===== src/rtl/pc_seq_pkg.sv =====
// Shared constants and state type for the program-counter sequencer.
package pc_seq_pkg;

  localparam int PC_W          = 10;
  localparam int DEPTH_DEFAULT = 16;

  typedef enum logic {
    RUN      = 1'b0,
    RET_WAIT = 1'b1
  } state_e;

endpackage


===== src/rtl/pc_depth_ctr.sv =====
// Return-stack occupancy counter with sticky overflow/underflow flags.
// Only instantiated when DEPTH_CHECK_EN is defined.
module pc_depth_ctr
  import pc_seq_pkg::*;
#(
  parameter int DEPTH = DEPTH_DEFAULT
) (
  input  logic clk_i,
  input  logic rst_ni,
  input  logic push_i,
  input  logic pop_i,
  input  logic ovf_set_i,
  input  logic unf_set_i,
  output logic full_o,
  output logic empty_o,
  output logic ovf_o,
  output logic unf_o
);

  localparam int CW = $clog2(DEPTH + 1);

  logic [CW-1:0] depth_q, depth_d;
  logic          ovf_q, ovf_d;
  logic          unf_q, unf_d;

  assign full_o  = (depth_q == CW'(DEPTH));
  assign empty_o = (depth_q == '0);
  assign ovf_o   = ovf_q;
  assign unf_o   = unf_q;

  // The sequencer already suppresses push when full and pop when empty,
  // so the saturation guards here are only a safety net.
  always_comb begin
    depth_d = depth_q;
    ovf_d   = ovf_q | ovf_set_i;
    unf_d   = unf_q | unf_set_i;
    if (push_i && !full_o) begin
      depth_d = depth_q + CW'(1);
    end else if (pop_i && !empty_o) begin
      depth_d = depth_q - CW'(1);
    end
  end

  always_ff @(posedge clk_i or negedge rst_ni) begin
    if (!rst_ni) begin
      depth_q <= '0;
      ovf_q   <= 1'b0;
      unf_q   <= 1'b0;
    end else begin
      depth_q <= depth_d;
      ovf_q   <= ovf_d;
      unf_q   <= unf_d;
    end
  end

endmodule


===== src/rtl/pc_sequencer.sv =====
// Program counter sequencer with call/return support via an external stack.
// Optional call-depth checking is enabled by defining DEPTH_CHECK_EN.
module pc_sequencer
  import pc_seq_pkg::*;
#(
  parameter logic [PC_W-1:0] RESET_PC = 10'd0,
  parameter int              DEPTH    = DEPTH_DEFAULT
) (
  input  logic            clk,
  input  logic            reset,
  input  logic            en,
  input  logic            jump,
  input  logic            call,
  input  logic            ret,
  input  logic            cjump,
  input  logic            zero,
  input  logic [PC_W-1:0] target,
  input  logic [PC_W-1:0] ret_addr,
  output logic [PC_W-1:0] pc,
  output logic            push,
  output logic            pop,
  output logic [PC_W-1:0] inpush,
  output logic            busy,
  output logic            ovf,
  output logic            unf
);

  state_e          state_q, state_d;
  logic [PC_W-1:0] pc_q, pc_d;
  logic            push_c, pop_c;

`ifdef DEPTH_CHECK_EN
  logic full, empty;
  logic ovf_set, unf_set;
`endif

  always_comb begin
    state_d = state_q;
    pc_d    = pc_q;
    push_c  = 1'b0;
    pop_c   = 1'b0;
`ifdef DEPTH_CHECK_EN
    ovf_set = 1'b0;
    unf_set = 1'b0;
`endif
    unique case (state_q)
      RUN: begin
        if (en) begin
          if (ret) begin
`ifdef DEPTH_CHECK_EN
            if (empty) begin
              unf_set = 1'b1;
              pc_d    = pc_q + PC_W'(1);
            end else
`endif
            begin
              pop_c   = 1'b1;
              state_d = RET_WAIT;
            end
          end else if (call) begin
            pc_d = target;
`ifdef DEPTH_CHECK_EN
            if (full) ovf_set = 1'b1;
            else      push_c  = 1'b1;
`else
            push_c = 1'b1;
`endif
          end else if (jump || (cjump && zero)) begin
            pc_d = target;
          end else begin
            pc_d = pc_q + PC_W'(1);
          end
        end
      end
      // The stack's registered output is valid now; load it unconditionally.
      RET_WAIT: begin
        pc_d    = ret_addr;
        state_d = RUN;
      end
      default: begin
        state_d = RUN;
      end
    endcase
  end

  always_ff @(posedge clk or negedge reset) begin
    if (!reset) begin
      state_q <= RUN;
      pc_q    <= RESET_PC;
    end else begin
      state_q <= state_d;
      pc_q    <= pc_d;
    end
  end

  // Stack strobes are forced low while reset is held so the stack cannot
  // be disturbed by command inputs during reset.
  assign push   = push_c & reset;
  assign pop    = pop_c & reset;
  assign pc     = pc_q;
  assign inpush = pc_q;
  assign busy   = (state_q == RET_WAIT);

`ifdef DEPTH_CHECK_EN
  pc_depth_ctr #(
    .DEPTH (DEPTH)
  ) u_depth_ctr (
    .clk_i     (clk),
    .rst_ni    (reset),
    .push_i    (push),
    .pop_i     (pop),
    .ovf_set_i (ovf_set),
    .unf_set_i (unf_set),
    .full_o    (full),
    .empty_o   (empty),
    .ovf_o     (ovf),
    .unf_o     (unf)
  );
`else
  assign ovf = 1'b0;
  assign unf = 1'b0;
`endif

endmodule


===== config.mk =====
export PLATFORM = sky130hd
export DESIGN_NAME = pc_sequencer
export DESIGN_NICKNAME = d
export VERILOG_FILES = /design/src/rtl/pc_seq_pkg.sv /design/src/rtl/pc_depth_ctr.sv /design/src/rtl/pc_sequencer.sv
export SDC_FILE = /design/constraint.sdc
export NUM_CORES = 1
export LEC_CHECK = 0
export CORE_ASPECT_RATIO = 0.75
export CORE_MARGIN = 5
export CORE_UTILIZATION = 35
export DETAILED_ROUTE_END_ITERATION = 16
export GPL_TIMING_DRIVEN = 1
export HOLD_SLACK_MARGIN = 0.15
export MAX_ROUTING_LAYER = met4
export PLACE_DENSITY_LB_ADDON = 0.25
export SKIP_CTS_REPAIR_TIMING = 1
export SYNTH_ARGS = -nofsm -noshare
export SYNTH_HDL_FRONTEND = slang
export SYNTH_SLANG_ARGS = --single-unit

===== constraint.sdc =====
create_clock -name clk -period 2.08 [get_ports clk]
set_input_delay 0.208 -clock clk [delete_from_list [all_inputs] [get_ports clk]]
set_output_delay 0.208 -clock clk [all_outputs]
set_load 0.01 [all_outputs]

# Yosys cells after proc, flatten, opt, wreduce, memory -nomap -nowiden
# Index checks and enable logic that the tools add are counted.
# classes
magnitude_cmp	0
n_shift	0
n_div	0
mux	13
mul	0
addsub	1
bitwise_logic	3
n_eq_ne	2
n_reduce_logical	3
# ops
op	n
10-bit 2-to-1 mux	4
10-bit one-hot mux with 2 select lines	1
10-bit by 1-bit adder with 10-bit output, second input constant	1
1-bit 2-to-1 mux	7
2-bit inequality test, second input constant	2
1-bit AND	2
1-bit one-hot mux with 2 select lines	1
2-bit AND reduction	1
1-bit logical AND	1
1-bit logical OR	1
1-bit NOT	1
# totals
romBits	0
latch_bits	0
ramBits	0
regBits	11
mem_count	0

# Depth between registers and ports, before layout
# logic_depth
word_depth	7
mapped_depth	6

# Worst setup path before layout
# OpenSTA, ideal clock, no wires.
# synth_path
path_type	reg-to-reg
startpoint	register pc_q[0], in the netlist inpush[0]
endpoint	register pc_q[4], in the netlist inpush[4]
path_slack_ns	0.486
synth_period_minus_slack_ns	1.594
t_required_ns	2.014
path_buffers	0
path_stages_with_launch	6
t_arrival_ns	1.527
setup_time_ns	0.066
cell_sequence	dfrtp_1 ha_1 nand3_1 xor2_1 a2111oi_0 a221o_1
# synth_via
elab_chain_cells	6
# synth_lines
item	line	source
start: declaration	pc_sequencer.sv:29	logic [PC_W-1:0] pc_q, pc_d;
start signal: assignment	pc_sequencer.sv:92	pc_q <= pc_d;
10-bit by 1-bit adder with 10-bit output	pc_sequencer.sv:71	pc_d = pc_q + PC_W'(1);
10-bit 2-to-1 mux	pc_sequencer.sv:68	end else if (jump || (cjump && zero)) begin
10-bit 2-to-1 mux	pc_sequencer.sv:60	end else if (call) begin
10-bit 2-to-1 mux	pc_sequencer.sv:49	if (ret) begin
10-bit 2-to-1 mux	pc_sequencer.sv:48	if (en) begin
10-bit one-hot mux with 2 select lines	pc_sequencer.sv:46	unique case (state_q)
# Every way passes these cells. The select of a mux whose other input is x is not followed.
# A chain may end at the register's enable or synchronous reset.

# Worst setup path in the final report
# layout_path
startpoint	register state_q, in the netlist busy
endpoint	output port pop
# layout_via
elab_chain_cells	2
# layout_lines
item	line	source
start: declaration	pc_sequencer.sv:28	state_e state_q, state_d;
start signal: assignment	pc_sequencer.sv:91	state_q <= state_d;
1-bit 2-to-1 mux	pc_sequencer.sv:46	
via pop_c	pc_sequencer.sv:30	logic push_c, pop_c;
1-bit AND	pc_sequencer.sv:99	assign pop = pop_c & reset;
end: declaration	pc_sequencer.sv:21	output logic pop,
# The timed path passes the listed nets, and every way through them passes these cells.

==> metrics.log <==
[metrics] final hold violations: 0
[metrics] initial core utilization: 35.8%
[metrics] CP Data Required Time: 1870 ps
[metrics] total congestion overflow after global routing: 0
[metrics] Final period util: 94.1%
[metrics] placed cell area: 0.00137 mm²
[metrics] Inserted Diodes: 0
[metrics] placement row count: 16
[metrics] Bufs on Longest Clock Path: 2
[metrics] kind of path behind the tightest hold check: input pin to asynchronous set/reset pin
[metrics] CP cell instances: inv_1 -> and3_1 -> and2_1 -> clkdlybuf4s50_1
[metrics] num ports: 53
[metrics] power density over cell area: 639 mW/mm²
[metrics] critical path launch point type: register
[metrics] share of the yosys chip area belonging to registers: 30.2%
[metrics] path type of the worst setup path: register to primary output
[metrics] Die Height: 54.2 µm
[metrics] clock buffers created by TritonCTS: 3
[metrics] multi-input logic area: 492 µm²
[metrics] maximum level of the CTS H-tree: 1
[metrics] number of sinks driven by the clock tree: 11
[metrics] LEAKAGE: 0.552 nW
[metrics] initial antenna violation count: 0
[metrics] CP max stage cell: sky130_fd_sc_hd__clkdlybuf4s50_1
[metrics] peak supply drop: 0.290 mV
[metrics] TritonCTS clock tree: done
[metrics] setup-violating endpoint count in the final report: 0
[metrics] per-cell routed wire length: 14.8 µm
[metrics] starting DRC count in detailed routing: 39
[metrics] share of the synthesized area in the top cell type: 30.2%
[metrics] later-pin clock latency in the skew report: 280 ps
[metrics] total routing resource utilization after global routing: 15.6%
[metrics] final weighted congestion in routability-driven placement: 0.787
[metrics] synthesis-to-finish area growth: 52.7%
[metrics] setup slack of the most critical reg-to-reg path: 300 ps
[metrics] setup TNS: 0 ps
[metrics] proportion of register bits with asynchronous set or reset after synthesis: 100%
[metrics] via count of the first global-routing pass: 927
[metrics] count of synthesis-stage warnings from yosys: 0
[metrics] combined area of all synthesized cells: 911 µm²
[metrics] maximum number of pins on one net before global-route repair: 17
[metrics] fraction of final layout cells sized beyond drive strength 1: 9.52%
[metrics] setup repair after global routing missed its margin: no
[metrics] Worst path top cell family by delay: buffers and inverters
[metrics] clock transition at the register clock pins on the worst setup and hold paths after CTS: 70 ps
[metrics] Distinct cells, synth: 46
[metrics] cells taking the most area after synthesis: sky130_fd_sc_hd__dfrtp_1 30%, sky130_fd_sc_hd__buf_4 11%, sky130_fd_sc_hd__nand2_1 2.9%, sky130_fd_sc_hd__nor2_1 2.9%, sky130_fd_sc_hd__xor2_1 2.9%
[metrics] post-synthesis average cell area: 8.67 µm²
[metrics] Die ar.: 0.00373 mm²
[metrics] number of I/O port buffers: 50
[metrics] flip-flop and latch count after synthesis: 11
[metrics] post-route ant nets: 0
[metrics] global-route wire length before repair: 4190 µm
[metrics] Critical Path Stages: 4
[metrics] area of all placed cells without fillers: 0.00139 mm²
[metrics] Post-synth EDFFs: 0
[metrics] critical path peak fanout: 8
[metrics] cell type contributing the most total cell area after synthesis: sky130_fd_sc_hd__dfrtp_1
[metrics] layout filler cell count: 252
[metrics] number of search-and-repair iterations in the first detailed-routing pass: 4
[metrics] crit path launch: busy$_DFF_PN0_
[metrics] FF/Latch Area: 275 µm²
[metrics] Via density: 5.19
[metrics] endpoint of the most critical setup path: pop
[metrics] Post-route DRC: 0
[metrics] arrival time of the worst setup path: 1750 ps
[metrics] max-capacitance violation count: 0
[metrics] endpoint of the most critical register-to-register path: inpush[4]$_DFFE_PN0P_
[metrics] shortest clock period the worst path allows after layout: 1960 ps
[metrics] clock tree skew after final layout: 1.68 ps
[metrics] outcome: completed
[metrics] count of final max-slew check failures: 0
[metrics] type of element capturing the critical path: primary output
[metrics] width of the die: 68.9 µm
[metrics] Detail Placement HPWL: 2050 µm
[metrics] core footprint: 0.00254 mm²
[metrics] Total Nets Final: 177
[metrics] Total Routed Length: 2720 µm
[metrics] highest achievable clock rate: 0.511 GHz
[metrics] predominant post-synthesis flop cell: sky130_fd_sc_hd__dfrtp_1
[metrics] gate count after technology mapping: 105
[metrics] path depth of the worst reg2reg path: 5
[metrics] Via Count: 949
[metrics] reg-to-reg critical path startpoint: inpush[0]$_DFFE_PN0P_
[metrics] root buffer cell: sky130_fd_sc_hd__clkbuf_4
[metrics] number of buffer and inverter instances along the worst setup path: 2
[metrics] delay contributed by the slowest stage of the critical path: 530 ps
synth_stat cells, types with 3 or more instances:
master                    instances
sky130_fd_sc_hd__inv_1            4
sky130_fd_sc_hd__nand3_1          4
sky130_fd_sc_hd__a21oi_1          4
sky130_fd_sc_hd__xor2_1           3
sky130_fd_sc_hd__nor3_1           3
sky130_fd_sc_hd__and3_1           4
sky130_fd_sc_hd__buf_4           13
sky130_fd_sc_hd__nor2_1           7
sky130_fd_sc_hd__nand2_1          7
sky130_fd_sc_hd__dfrtp_1         11
registers in the layout (all words and copies together) (netlist names):
| name | count |
|---|---|
| busy | 1 |
| inpush | 10 |
power breakdown:
| part | internal (mW) | switching, mW | total [mW] |
|---|---|---|---|
| Sequential | 0.251 | 0.0681 | 0.319 |
| Combinational | 0.249 | 0.167 | 0.416 |
| Clock | 0.0745 | 0.0798 | 0.154 |
final cells by class:
cell class / instances / area share [%]
timing repair buffer: 55 / 38.7
multi-input combinational: 73 / 35.3
sequential: 11 / 19.8
tap: 36 / 3.24
clock buffer: 4 / 1.89
inverter: 4 / 1.08
worst reg2reg max path, stage by stage, from the launching register on:
cell and delay, ps:
sky130_fd_sc_hd__dfrtp_1 520, sky130_fd_sc_hd__ha_1 320, sky130_fd_sc_hd__nand3_1 120, sky130_fd_sc_hd__xor2_1 150
sky130_fd_sc_hd__a2111oi_0 440, sky130_fd_sc_hd__a221o_1 170
cells in the final DEF, fill, tap and decap left out, drive strengths merged, types with 2 or more instances in the layout:
cell	instances
clkdlybuf4s50	50
dfrtp	11
nand2	7
nor2	7
buf	5
nand3	5
inv	4
and3	4
a21oi	4
clkbuf	4
nor3	3
xor2	3
o21ai	3
and2	2
mux2i	2
o22ai	2
a221oi	2
a2111oi	2
a221o	2
conb	2
a211oi	2
how the worst min path moves through the flow:
| stage | startpoint | end | slack [ps] | depth (start not counted) |
|---|---|---|---|---|
| 3_5_place_dp | inpush[9]$_DFFE_PN0P_ | inpush[9]$_DFFE_PN0P_ | 580 | 2 |
| 2_1_floorplan | reset | busy$_DFF_PN0_ | -90 | 0 |
| 3_3_place_gp | inpush[9]$_DFFE_PN0P_ | inpush[9]$_DFFE_PN0P_ | 570 | 2 |
| 4_1_cts | reset | inpush[0]$_DFFE_PN0P_ | 300 | 2 |
| 5_1_grt | reset | inpush[7]$_DFFE_PN0P_ | 320 | 2 |
| 6_report | reset | inpush[0]$_DFFE_PN0P_ | 300 | 2 |
layer usage:
layer,vias to the layer above,wire length (µm),share of wire [%],global-route usage [%]
met5,-,0,0,-
met4,0,42,1.5,4.85
met3,6,189,7.0,5.22
met2,40,1170,43,23.4
met1,441,1310,48,19.8
li1,462,-,-,-
kinds of logic after synthesis:
kind of cell,after synthesis,synth area share (%)
buffers and inverters,22,16.2
muxes,3,3.43
DFF,11,30.2
AOI/OAI and AO/OA,29,24.2
adders and majority gates,1,1.37
xor gates and xnor gates,4,3.85
other,1,0.412
and+or+nand+nor,34,20.3
per-stage QoR:
stage	cells	power, mW	hold WS, ps	setup WS, ps	util [%]
3_3_place_gp	179	0.733	573	235	53.7
4_1_cts	183	0.898	302	105	54.7
5_1_grt	183	0.945	316	39.3	54.7
3_5_place_dp	179	0.738	583	192	53.7
2_1_floorplan	106	0.545	-87.6	486	-
6_report	183	0.889	304	122	54.7
Power figures use the tool's default switching activity.
